## src/rtl/imem_loader_pkg.sv

```systemverilog
// Shared types and constants for the instruction-memory loader.
package imem_loader_pkg;

  localparam int unsigned BYTES_PER_WORD = 4;
  localparam int unsigned WORD_W         = 32;

  typedef enum logic [2:0] {
    IDLE  = 3'd0,
    RECV  = 3'd1,
    WRITE = 3'd2,
    CHECK = 3'd3,
    DONE  = 3'd4
  } state_t;

endpackage

```

## src/rtl/imem_loader_word_packer.sv

```systemverilog
// Packs accepted bytes big-endian into a 32-bit word and keeps the running XOR
// of every data byte in the current load.
module word_packer
  import imem_loader_pkg::*;
(
  input  logic              clk,
  input  logic              rst,
  input  logic              clear,
  input  logic              byte_en,
  input  logic [7:0]        byte_in,
  output logic [WORD_W-1:0] word,
  output logic [7:0]        xor_acc,
  output logic              last_byte
);

  logic [1:0] byte_idx;

  assign last_byte = (byte_idx == 2'(BYTES_PER_WORD - 1));

  // Shifting left leaves the first byte of each group of four in the MSB lane.
  always_ff @(posedge clk or negedge rst) begin
    if (!rst) begin
      word     <= '0;
      xor_acc  <= '0;
      byte_idx <= '0;
    end else if (clear) begin
      xor_acc  <= '0;
      byte_idx <= '0;
    end else if (byte_en) begin
      word     <= {word[WORD_W-9:0], byte_in};
      xor_acc  <= xor_acc ^ byte_in;
      byte_idx <= byte_idx + 2'd1;
    end
  end

endmodule

```

## src/rtl/imem_loader.sv

```systemverilog
// Loads a byte stream into instruction memory from address 0, verifies an XOR
// checksum and holds the datapath in reset until a load succeeds.
module imem_loader
  import imem_loader_pkg::*;
#(
  parameter int unsigned ADDR_W = 8
) (
  input  logic              clk,
  input  logic              rst,
  input  logic              start,
  input  logic [ADDR_W:0]   len_words,
  input  logic              byte_valid,
  input  logic [7:0]        byte_data,
  output logic              byte_ready,
  output logic              imem_we,
  output logic [ADDR_W-1:0] imem_addr,
  output logic [WORD_W-1:0] imem_wdata,
  output logic              cpu_rst,
  output logic              busy,
  output logic              done,
  output logic              err
);

  localparam logic [ADDR_W:0] DEPTH = {1'b1, {ADDR_W{1'b0}}};

  state_t          state;
  state_t          state_nx;
  logic [ADDR_W:0] words_left;
  logic [7:0]      xor_acc;
  logic            last_byte;
  logic            byte_fire;
  logic            start_ok;

  assign byte_fire = byte_valid & byte_ready;
  assign start_ok  = start && (state == IDLE);

  word_packer u_packer (
    .clk       (clk),
    .rst       (rst),
    .clear     (start_ok),
    .byte_en   (byte_fire && (state == RECV)),
    .byte_in   (byte_data),
    .word      (imem_wdata),
    .xor_acc   (xor_acc),
    .last_byte (last_byte)
  );

  always_comb begin
    state_nx = state;
    case (state)
      IDLE:    if (start)
                 state_nx = (len_words == '0 || len_words > DEPTH) ? DONE : RECV;
      RECV:    if (byte_fire && last_byte) state_nx = WRITE;
      WRITE:   state_nx = (words_left == (ADDR_W+1)'(1)) ? CHECK : RECV;
      CHECK:   if (byte_fire) state_nx = DONE;
      DONE:    state_nx = IDLE;
      default: state_nx = IDLE;
    endcase
  end

  // Status outputs are decoded from the next state so they are registered
  // yet line up with the state they describe.
  always_ff @(posedge clk or negedge rst) begin
    if (!rst) begin
      state      <= IDLE;
      byte_ready <= 1'b0;
      imem_we    <= 1'b0;
      busy       <= 1'b0;
      done       <= 1'b0;
      err        <= 1'b0;
      cpu_rst    <= 1'b0;
      imem_addr  <= '0;
      words_left <= '0;
    end else begin
      state      <= state_nx;
      byte_ready <= (state_nx == RECV) || (state_nx == CHECK);
      imem_we    <= (state_nx == WRITE);
      busy       <= (state_nx == RECV) || (state_nx == WRITE) || (state_nx == CHECK);
      done       <= (state_nx == DONE);

      if (start_ok) begin
        words_left <= len_words;
        imem_addr  <= '0;
        err        <= (len_words > DEPTH);
        cpu_rst    <= 1'b0;
      end

      if (state == WRITE) begin
        imem_addr  <= imem_addr + 1'b1;
        words_left <= words_left - 1'b1;
      end

      if (state == CHECK && byte_fire && byte_data != xor_acc)
        err <= 1'b1;

      if (state == DONE)
        cpu_rst <= ~err;
    end
  end

endmodule

```

## config.mk

```make
export PLATFORM = sky130hd
export DESIGN_NAME = imem_loader
export DESIGN_NICKNAME = d
export VERILOG_FILES = /design/src/rtl/imem_loader_pkg.sv /design/src/rtl/imem_loader_word_packer.sv /design/src/rtl/imem_loader.sv
export SDC_FILE = /design/constraint.sdc
export NUM_CORES = 1
export LEC_CHECK = 0
export CORE_ASPECT_RATIO = 1.2
export CORE_MARGIN = 3
export CORE_UTILIZATION = 35
export CTS_CLUSTER_SIZE = 40
export DETAILED_ROUTE_END_ITERATION = 6
export GPL_ROUTABILITY_DRIVEN = 0
export PLACE_DENSITY_LB_ADDON = 0.08
export SETUP_SLACK_MARGIN = 0.1
export SLEW_MARGIN = 15
export SYNTH_ARGS = -nofsm -noshare
export SYNTH_HDL_FRONTEND = slang
export SYNTH_SLANG_ARGS = --single-unit
```

## constraint.sdc

```tcl
create_clock -name clk -period 1.7 [get_ports clk]
set_input_delay 0.17 -clock clk [delete_from_list [all_inputs] [get_ports clk]]
set_output_delay 0.17 -clock clk [all_outputs]
set_load 0.02 [all_outputs]
```

* Yosys cells after proc, flatten, opt, wreduce, memory -nomap -nowiden
Index checks and enable logic that the tools add are counted.
Widths: inputs -> output; s select.
** Cells by class
- Add/subtract/negate cells :: 3
- Magnitude comparators :: 1
- Equality and inequality tests :: 11
- Mux-type cells :: 18
- Bitwise operators :: 4
- Reductions and logical operators :: 16
** Operator list (number)
- $mux 8 :: 4
- $mux 9 :: 2
- $eq 3x2->1 const B :: 4
- $mux 3 :: 4
- $pmux 3 s4 :: 1
- $eq 9x1->1 const B :: 1
- $gt 9x9->1 const B :: 1
- $logic_not 9->1 :: 1
- $sub 9x1->9 const B :: 1
- $add 8x1->8 const B :: 1
- $ne 8x8->1 :: 1
- $reduce_bool 2->1 :: 4
- $xor 8x8->8 :: 1
- $eq 3x1->1 const B :: 2
- $eq 3x3->1 const B :: 2
- $mux 2 :: 3
- $logic_and 1x1->1 :: 5
- $logic_or 1x1->1 :: 4
- $mux 1 :: 4
- $logic_not 3->1 :: 1
- $add 2x1->2 const B :: 1
- $eq 2x2->1 const B :: 1
- $not 1->1 :: 2
- $reduce_and 2->1 :: 1
- $and 1x1->1 :: 1
** Word-level totals
- Bits in registers :: 68
- Bits of input ports :: 21
- Output and inout bits :: 46
- Logic and storage cells :: 65

* Logic depth before layout (Yosys ltp)
Gate-level depths: netlist of the first run.
- Word-level depth :: 8
- Mapped depth :: 8
- Depth with buffers taken out :: 6

* By module
A second synthesis of the first run with hierarchy kept.
** Second synthesis, totals
- Cells, all modules :: 251
- Area total of the unflattened synthesis :: 3238.1 um^2
** By module, submodules not included
- word_packer :: instances 1, cells an instance 111, area an instance 1848.0 um^2, seq. area each 1051.0 um^2
- imem_loader :: instances 1, cells an instance 140, area an instance 1390.1 um^2, seq. area each 650.6 um^2

* Least setup slack after synthesis of the first run
Ideal clock, no wire load.
- Kind :: reg-to-reg
- Start :: register state[0]
- End :: register u_packer.xor_acc[2]
- Library setup time :: 121 ps
- Arrival :: 1455 ps
- Required time :: 1579 ps
- Setup slack :: 124 ps
- Stages on the path, launching flop included :: 6
- Path buffers :: 1
- Clock period less this slack :: 1576 ps
- Cell sequence :: dfrtp_1 > buf_4 > or4b_4 > o21ai_2 > o21ai_1 > a22o_1
** Between the ends
- Cells in the longest elaborated chain, start to end :: 3
- Elaborated cells between the ends (all ways) :: 6
- Those cells by class :: eq/ne (1); mux (1); reduce/logical (4)
** RTL lines
- start: declaration :: RTL line imem_loader.sv:26 : state_t state;
- start signal: assignment :: RTL line imem_loader.sv:75 : state <= state_nx;
- $eq 3x1->1 or $logic_not 3->1 (tied branches) :: RTL line imem_loader.sv:41, imem_loader.sv:35
- $logic_and 1x1->1, on equally long branches :: RTL line imem_loader.sv:41, imem_loader.sv:35
- $reduce_bool 2->1 (no source line) or $mux 8 (tied branches)
- end signal: assignment :: RTL line imem_loader_word_packer.sv:31 : xor_acc <= xor_acc ^ byte_in;
- end: declaration :: RTL line imem_loader_word_packer.sv:12 : output logic [7:0] xor_acc,
Parallel ways exist; a longest one is shown, timed or not.
A chain may end at the register's enable or synchronous reset.

* Final worst setup path of the first run
- Start :: register state[2]
- End :: register u_packer.xor_acc[6]
The elaborated chain is that of the path after synthesis.

==> impl_metrics.yaml, run 1 <==
status:
  status: "complete, no violations"
finish:
  num-fill-cells: 824
  post-route-util_pct: 51.0
  final_cell_mix: "nand2_1, dfrtp_1, clkdlybuf4s50_1"
  syn_to_final_growth_pct: 41.4
  nets: 442
  drive_gt1_share_pct: 14.7
  diodes: 0
  final_common_cell: "nand2_1"
die:
  num_io_pins: 67
  core-area_sq_um: 8610
  initial_utilization_pct: 36.1
  die_w_um: 92.0
  placementRows: 37
  dieHeight_um: 109
  die_area_sq_um: 10000
routing:
  dr.pass1.iters: 4
  vias: 2600
  post_drt_wl_per_cell_um: 14.2
  first_iter_violations: 129
  postRouteWirelength_um: 7660
  drc: 0
  antenna_left: 0
  viasPerCell: 4.83
clock_network:
  cts-root-buf: "clkbuf_8"
  cts_inserted_buffers: 9
  cts.sinks: 68
  worstSkewPairLatency_ps: 340
  cts_tree: "built"
  h-tree-depth: 3
  clock_path_buffers: 2
  clkSlewWorstSetupHoldPaths_ps: 80
sta:
  rsz0062_at_grt: "yes"
  relSlewSlack_pct: 67.6
  hold_viol: 0
  final_max_slew_viol_count: 0
  hold_ws_ps: 362
  fin_crit_sh_pct: 94.1
  fmax_mhz: 625
  final-setup-viol-count: 0
  min_period_ps: 1600
  fin_skew_ps: 12.5
  tightest_slew_ps: 482
power_and_ir_drop:
  power.share.sequential_pct: 36.8
  internal-power_uw: 4520
  clkPwrFrac_pct: 18.4
  power.density_nw_per_um2: 1670
  p_sw_uw: 2820
  peakVddDrop_mv: 0.869
  leakage_uw: 0.00210
  power_frac_comb_pct: 44.8
  total_power_uw: 7330
  swShare_pct: 38.4
min_path:
  hold_path_class: "in -> async"
setup_path:
  worst_path_largest_cell_delay_ps: 570
  cp-start-kind: "flip-flop"
  cp_top_family: "simple AND/OR/NAND/NOR gates"
  crit_fanout: 6
  crit_chain: "or4b_4 > o21ai_4 > o21ai_1 > a22o_1"
  cp_num_buf_inv: 0
  critPathArrivalTime_ps: 1830
  required_ps: 1930
  endpoint_kind: "flip-flop"
  critPathSlowestCell: "or4b_4"
  path_class: "reg -> reg"
synthesis:
  ys_ff_latch: 68
  synth_area_per_cell_sq_um: 9.56
  synthXorXnorAreaFrac_pct: 1.41
  yosysSeqAreaShare_pct: 54.8
  yosys_warnings: 0
  synth_top_family_by_area: "simple AND/OR/NAND/NOR gates"
  synthMuxAreaShare_pct: 2.26
  syn_inst: 325
  yosys.area_share.adder_pct: 2.01
  synth_compound_area_share_pct: 10.1
  netlist_area_sq_um: 3110
  synth_cell_types: 46
  yosys.area_share.simple_pct: 26.0
  synth_nets: 351
grt:
  grt_max_degree: 69
  track_usage_pct: 16.3
  gr-total-overflow: 0
  antenna_found_initial: 0
  grt_pass1_vias: 2640
  grt_pass1_wl_um: 12900
placed_design:
  dpl.hpwl_um: 5260
  io_buffers: 66
job:
  drv_cap: 0
[state kept, by name, summed over array words and instances, names as in the netlist]
| register | flops |
|---|---|
| u_packer.word | 32 |
| words_left | 9 |
| imem_addr | 8 |
| u_packer.xor_acc | 8 |
| state | 3 |
| u_packer.byte_idx | 2 |
| busy | 1 |
| byte_ready | 1 |
| cpu_rst | 1 |
| done | 1 |
| err | 1 |
| imem_we | 1 |
[area by class of cell]
cell class              instances  area (sq um)  share of cell area, %
well taps                     117           146                   3.33
flip-flops and latches         68          1700                   38.8
clock buffers                  10           138                   3.13
multi-input cells             237          1350                   30.7
clock inverters                 6          63.8                   1.45
inverters                       4          15.0                  0.342
repair buffers                 96           980                   22.3
[routing by layer]
layer,vias to the layer above,share of wire [%],track usage [%]
li1,1279,-,-
met1,1253,45,20.6
met2,66,48,26.0
met3,2,6.3,5.31
met4,0,0.57,6.05
met5,-,0,0
[power groups by stage]
stage / Clock (uW) / Sequential (uW) / Combinational (uW)
floorplan: 0 / 3070 / 1310
global placement: 0 / 2720 / 3120
detailed placement: 0 / 2720 / 3140
CTS: 1400 / 2700 / 3230
global route: 1470 / 2780 / 3640
finish: 1350 / 2700 / 3290
[metrics by stage]
step | instance area, sq um | worst slack, ps | TNS [ps] | std cells
CTS | 4300 | 56.3 | 0 | 533
floorplan | 3110 | 124 | 0 | 325
detailed placement | 4040 | -328 | -2440 | 513
global route | 4390 | 12.1 | 0 | 538
finish | 4390 | 100 | 0 | 538
global placement | 4040 | -292 | -2390 | 513
[cells by family after synthesis]
| kind of cell | count (synthesis) |
|---|---|
| multiplexers | 7 |
| AND/OR/NAND/NOR | 174 |
| buffers and inverters | 20 |
| flip-flops | 68 |
| adder cells (fa/ha/maj) | 5 |
| AO/OA/AOI/OAI | 46 |
| XOR/XNOR | 5 |
[tightest hold or removal path: cells and delay by family]
| kind | cells | cell delay, ps |
|---|---|---|
| buffers and inverters | 3 | 930 |
[what timing repair did]
action / in CTS / in global routing
endpoints found under the hold margin: 68 / 0
hold buffers: 1 / 0
gates resized for setup: 7 / 15
cloned: 0 / 0
setup endpoints to repair: 23 / 54
pin swaps: 2 / 8
buffers inserted: 3 / 5
[final timing paths]
kind                                               start                              end  slack (ps)  cells after the start
setup / recovery                      state[2]$_DFF_PN0_  u_packer.xor_acc[6]$_DFFE_PN0P_         100                      4
hold / removal                                       rst         imem_addr[2]$_DFFE_PN0P_         360                      3
setup reg to reg                      state[2]$_DFF_PN0_  u_packer.xor_acc[6]$_DFFE_PN0P_         100                      4
hold reg to reg            u_packer.word[26]$_DFFE_PN0P_    u_packer.word[26]$_DFFE_PN0P_         480                      2
max in group asynchronous                            rst               state[2]$_DFF_PN0_        1000                      3
min in group clk                            byte_data[2]     u_packer.word[2]$_DFFE_PN0P_         440                      3
[cells in the mapped netlist, drive strengths merged]
master	count	area share (%)
o21a	4	0.97
o311ai	1	0.28
or3b	1	0.28
nand4b	1	0.77
o211ai	2	0.48
nor3	4	1.0
ha	5	2.0
a32o	1	0.32
nor2b	8	1.6
or2	2	0.40
nor3b	1	0.40
a221o	2	0.64
or4b	1	0.44
and2	2	0.40
buf	12	2.5
a32oi	2	0.56
and3	2	0.40
o31ai	2	0.48
nand2	118	14
inv	4	0.48
clkbuf	4	0.48
nor4b	1	0.48
a22o	5	1.4
o221ai	1	0.28
a21o	1	0.24
a21oi	2	0.32
nor2	13	1.6
nand3	10	1.6
dfrtp	68	55
a221oi	2	0.56
nand2b	1	0.20
mux2i	7	2.3
nor4	6	1.4
xor2	5	1.4
o21ai	20	3.3
and4b	1	0.32
nand4	2	0.40
a31oi	1	0.20
(Power assumes the default switching activity.)
==> run 2, diff against run 1 <==
--- a/config.mk
+++ b/config.mk
@@ -17,3 +17,4 @@
 export SYNTH_ARGS = -nofsm -noshare
 export SYNTH_HDL_FRONTEND = slang
 export SYNTH_SLANG_ARGS = --single-unit
+export TNS_END_PERCENT = 5
==> run 2 against run 1 <==
Net effect: worst hold slack worse by 1.4 ps; core utilization decreased by 0.44 points; clock power hardly changed; clock skew rose by 0.52 ps; sequential power is essentially flat; clock-buffer cell count is the same; critical endpoint is now words_left[7]$_DFFE_PN0P_.
==> impl_metrics.yaml, run 2 (synthesized netlist as in run 1, its figures left out) <==
routing:
  post_drt_wl_per_cell_um: 14.4
  postRouteWirelength_um: 7720
  dr.pass1.iters: 4
  drc: 0
  viasPerCell: 4.85
  vias: 2598
  first_iter_violations: 115
  antenna_left: 0
sta:
  tightest_slew_ps: 410
  hold_viol: 0
  fmax_mhz: 615
  hold_ws_ps: 360
  fin_skew_ps: 13.0
  tns_ps: 0
  relSlewSlack_pct: 72.6
  final_max_slew_viol_count: 0
  rsz0062_at_grt: "yes"
  min_period_ps: 1620
  final-setup-viol-count: 0
  setup_slack_ps: 75.2
  fin_crit_sh_pct: 95.6
power_and_ir_drop:
  power.density_nw_per_um2: 1670
  peakVddDrop_mv: 0.866
  leakage_uw: 0.00205
  total_power_uw: 7290
clock_network:
  clock_path_buffers: 2
  cts-root-buf: "clkbuf_8"
  cts_tree: "built"
  clkSlewWorstSetupHoldPaths_ps: 80
  cts_inserted_buffers: 9
  worstSkewPairLatency_ps: 340
  h-tree-depth: 3
  cts.sinks: 68
setup_path:
  endpoint: "words_left[7]$_DFFE_PN0P_"
  r2r_cells: 6
  reg2reg_from: "state[2]$_DFF_PN0_"
  worstReg2RegEnd: "words_left[7]$_DFFE_PN0P_"
  path_class: "reg -> reg"
  endpoint_kind: "flip-flop"
  crit_fanout: 6
  cp-start-kind: "flip-flop"
  startpoint: "state[2]$_DFF_PN0_"
  reg2reg_slack_ps: 80
  critPathArrivalTime_ps: 1820
  required_ps: 1900
placed_design:
  dpl.hpwl_um: 5260
  dp_cells: 513
  pre_cts_ws_ps: -328
  io_buffers: 66
grt:
  track_usage_pct: 16.2
  grt_pass1_wl_um: 12900
  antenna_found_initial: 0
  grt_max_degree: 69
  grt_pass1_vias: 2633
  gr-total-overflow: 0
die:
  die_w_um: 92.0
  initial_utilization_pct: 36.1
  die_area_sq_um: 10000
  core-area_sq_um: 8610
  placementRows: 37
  num_io_pins: 67
  dieHeight_um: 109
min_path:
  hold_path_class: "in -> async"
finish:
  top_regs: "u_packer.word (32), words_left (9)"
  syn_to_final_growth_pct: 40.2
  final_cell_mix: "nand2_1, dfrtp_1, clkdlybuf4s50_1"
  final_common_cell: "nand2_1"
  largest_register_ff_count: 32
  nets: 440
  diodes: 0
  drive_gt1_share_pct: 14.3
  finalNonFillerCells: 536
  largest-register: "u_packer.word"
job:
  drv_cap: 0
status:
  status: "complete, no violations"
==> run 2: layer usage <==
metal	GRT usage (%)	wire length, um	vias to the layer above
met5	0	0	-
met4	6.05	103	0
met3	5.31	491	10
met2	26.0	3630	72
met1	20.5	3490	1241
li1	-	-	1275
==> run 2: worst min-delay path by stage <==
stage	start	to	slack, ps
after floorplan	rst	busy$_DFF_PN0_	-130
after CTS	rst	imem_addr[2]$_DFFE_PN0P_	390
after global placement	rst	imem_addr[2]$_DFFE_PN0P_	230
final	rst	imem_addr[2]$_DFFE_PN0P_	360
after global routing	rst	imem_addr[2]$_DFFE_PN0P_	400
after detailed placement	rst	imem_addr[2]$_DFFE_PN0P_	230
==> run 2: what timing repair did <==
| item | CTS | global route |
|---|---|---|
| pin swaps | 0 | 2 |
| resized for setup | 3 | 11 |
| hold buffers | 1 | 0 |
| setup buffers | 1 | 5 |
| endpoints found under the setup margin | 23 | 57 |
| hold endpoints to repair | 68 | 0 |
==> run 2: worst max-delay path, cell delays in order, from the launching register on <==
cell	delay, ps
dfrtp_2	460
buf_4	160
nor3b_4	230
buf_4	180
nand3_1	120
o211ai_1	190
o311ai_1	130
==> run 2: where the power goes <==
| group | switching [uW] | internal, uW |
|---|---|---|
| Clock | 635 | 715 |
| Sequential | 490 | 2210 |
| Combinational | 1670 | 1560 |
| Total | 2800 | 4490 |
==> run 2: area by class of cell <==
class | count | area [sq um]
Clock buffer | 10 | 138
Tap cell | 117 | 146
Sequential cell | 68 | 1710
Fill cell | 826 | 4260
Timing Repair Buffer | 94 | 946
Multi-Input combinational cell | 237 | 1340
Clock inverter | 6 | 63.8
Inverter | 4 | 15.0
==> run 2: per-stage QoR <==
| step | instance area (sq um) | utilization [%] |
|---|---|---|
| floorplan | 3110 | - |
| finish | 4350 | 50.6 |
| global route | 4350 | 50.6 |
| detailed placement | 4040 | 46.9 |
| CTS | 4280 | 49.7 |
| global placement | 4040 | 46.9 |
==> run 3, diff against run 2 <==
--- a/config.mk
+++ b/config.mk
@@ -5,13 +5,13 @@
 export SDC_FILE = /design/constraint.sdc
 export NUM_CORES = 1
 export LEC_CHECK = 0
-export CORE_ASPECT_RATIO = 1.2
 export CORE_MARGIN = 3
 export CORE_UTILIZATION = 35
 export CTS_CLUSTER_SIZE = 40
 export DETAILED_ROUTE_END_ITERATION = 6
 export GPL_ROUTABILITY_DRIVEN = 0
 export PLACE_DENSITY_LB_ADDON = 0.08
+export REMOVE_ABC_BUFFERS = 1
 export SETUP_SLACK_MARGIN = 0.1
 export SLEW_MARGIN = 15
 export SYNTH_ARGS = -nofsm -noshare
==> run 3 against run 2 <==
Net effect: non-clock buffer count shrank 1; flip-flop and latch count did not move; highest routed layer unchanged; global-route usage is 1.1 points lower; critical path type unchanged.
==> impl_metrics.yaml, run 3 (synthesized netlist as in run 1, its figures left out) <==
finish:
  nets: 439
  final_common_cell: "nand2_1"
  largest-register: "u_packer.word"
  num-fill-cells: 805
  final_cell_mix: "nand2_1, dfrtp_1, clkdlybuf4s50_1"
  largest_register_ff_count: 32
  syn_to_final_growth_pct: 39.0
  top_regs: "u_packer.word (32), words_left (9)"
  diodes: 0
  drive_gt1_share_pct: 13.6
clock_network:
  cts_tree: "built"
  cts-root-buf: "clkbuf_8"
  cts_inserted_buffers: 9
  clkSlewWorstSetupHoldPaths_ps: 80
  worstSkewPairLatency_ps: 350
  clock_path_buffers: 2
  h-tree-depth: 3
  cts.sinks: 68
sta:
  fmax_mhz: 624
  min_period_ps: 1600
  final-setup-viol-count: 0
  rsz0062_at_grt: "yes"
  tightest_slew_ps: 401
  hold_viol: 0
  fin_crit_sh_pct: 94.3
  relSlewSlack_pct: 73.2
  final_max_slew_viol_count: 0
  setup_slack_ps: 96.8
  fin_skew_ps: 9.95
setup_path:
  critPathArrivalTime_ps: 1830
  endpoint_kind: "flip-flop"
  cp-start-kind: "flip-flop"
  critPathSlowestCell: "or4b_4"
  crit_fanout: 5
  cp_num_buf_inv: 1
  cp_top_family: "simple AND/OR/NAND/NOR gates"
  crit_chain: "or4b_4 > o21ai_4 > buf_6 > o21a_1 > mux2i_1"
  path_class: "reg -> reg"
  worst_path_largest_cell_delay_ps: 580
  required_ps: 1930
grt:
  track_usage_pct: 15.1
  grt_pass1_wl_um: 12000
  grt_pass1_vias: 2524
  antenna_found_initial: 0
  grt_max_degree: 69
  gr-total-overflow: 0
die:
  die_w_um: 100
  initial_utilization_pct: 36.9
  core-area_sq_um: 8420
  placementRows: 33
  dieHeight_um: 100
  num_io_pins: 67
  die_area_sq_um: 10000
power_and_ir_drop:
  leakage_uw: 0.00204
  total_power_uw: 7250
  peakVddDrop_mv: 0.726
  power.density_nw_per_um2: 1680
placed_design:
  io_buffers: 66
  dpl.hpwl_um: 4690
  pre_cts_ws_ps: -311
routing:
  vias: 2525
  antenna_left: 0
  postRouteWirelength_um: 7110
  post_drt_wl_per_cell_um: 13.6
  viasPerCell: 4.83
  dr.pass1.iters: 4
  drc: 0
  first_iter_violations: 92
status:
  status: "complete, no violations"
job:
  drv_cap: 0
min_path:
  hold_path_class: "in -> async"
## run 3: cell type report
type | instances | area [sq um] | share of cell area [%]
sequential | 68 | 1700 | 39.5
multi-input combinational | 237 | 1330 | 30.9
timing repair buffer | 93 | 908 | 21.0
clock buffer | 11 | 141 | 3.28
tap | 105 | 131 | 3.04
clock inverter | 5 | 83.8 | 1.94
inverter | 4 | 15.0 | 0.348
## run 3: worst reg2reg max path, cell delays in order, from the launching register on
cell and delay [ps]:
dfrtp_2 460, or4b_4 590, o21ai_4 120, buf_6 150, o21a_1 110, mux2i_1 60
## run 3: stage by stage
| stage | TNS [ps] | hold WS (ps) | instances | area, sq um | utilization, % |
|---|---|---|---|---|---|
| final | 0 | 353 | 523 | 4320 | 51.2 |
| after global routing | 0 | 383 | 523 | 4320 | 51.2 |
| after CTS | 0 | 373 | 519 | 4260 | 50.6 |
| after detailed placement | -1680 | 218 | 501 | 4000 | 47.5 |
| after global placement | -1610 | 224 | 501 | 4000 | 47.5 |
| after floorplan | -19030 | -126 | 309 | 3010 | - |
## run 3: path summary, 6_finish.rpt
check | to | slack [ps] | depth (start not counted) | startpoint
setup / recovery | u_packer.xor_acc[7]$_DFFE_PN0P_ | 100 | 5 | state[0]$_DFF_PN0_
hold / removal | imem_addr[0]$_DFFE_PN0P_ | 350 | 3 | rst
setup reg to reg | u_packer.xor_acc[7]$_DFFE_PN0P_ | 100 | 5 | state[0]$_DFF_PN0_
hold reg to reg | u_packer.word[29]$_DFFE_PN0P_ | 470 | 2 | u_packer.word[29]$_DFFE_PN0P_
max in group asynchronous | state[2]$_DFF_PN0_ | 1020 | 3 | rst
min in group clk | words_left[8]$_DFFE_PN0P_ | 460 | 3 | len_words[8]
## run 3: repair_timing
item	CTS	global route
pin swaps	0	5
endpoints found under the hold margin	68	0
resized for setup	5	7
hold buffers	1	0
setup buffers	1	4
endpoints found under the setup margin	13	30
## run 3: per-layer routing
layer	vias up	GRT usage [%]	wire length [um]
met5	-	0	0
met4	0	5.91	55
met3	5	5.35	442
met2	51	23.1	3230
met1	1200	19.6	3370
li1	1269	-	-
## run 3: power breakdown
part	total (uW)	leakage (uW)	internal, uW	switching (uW)
clock	1510	0.000106	872	635
combinational	3050	0.00106	1450	1600
sequential	2700	0.000872	2210	486
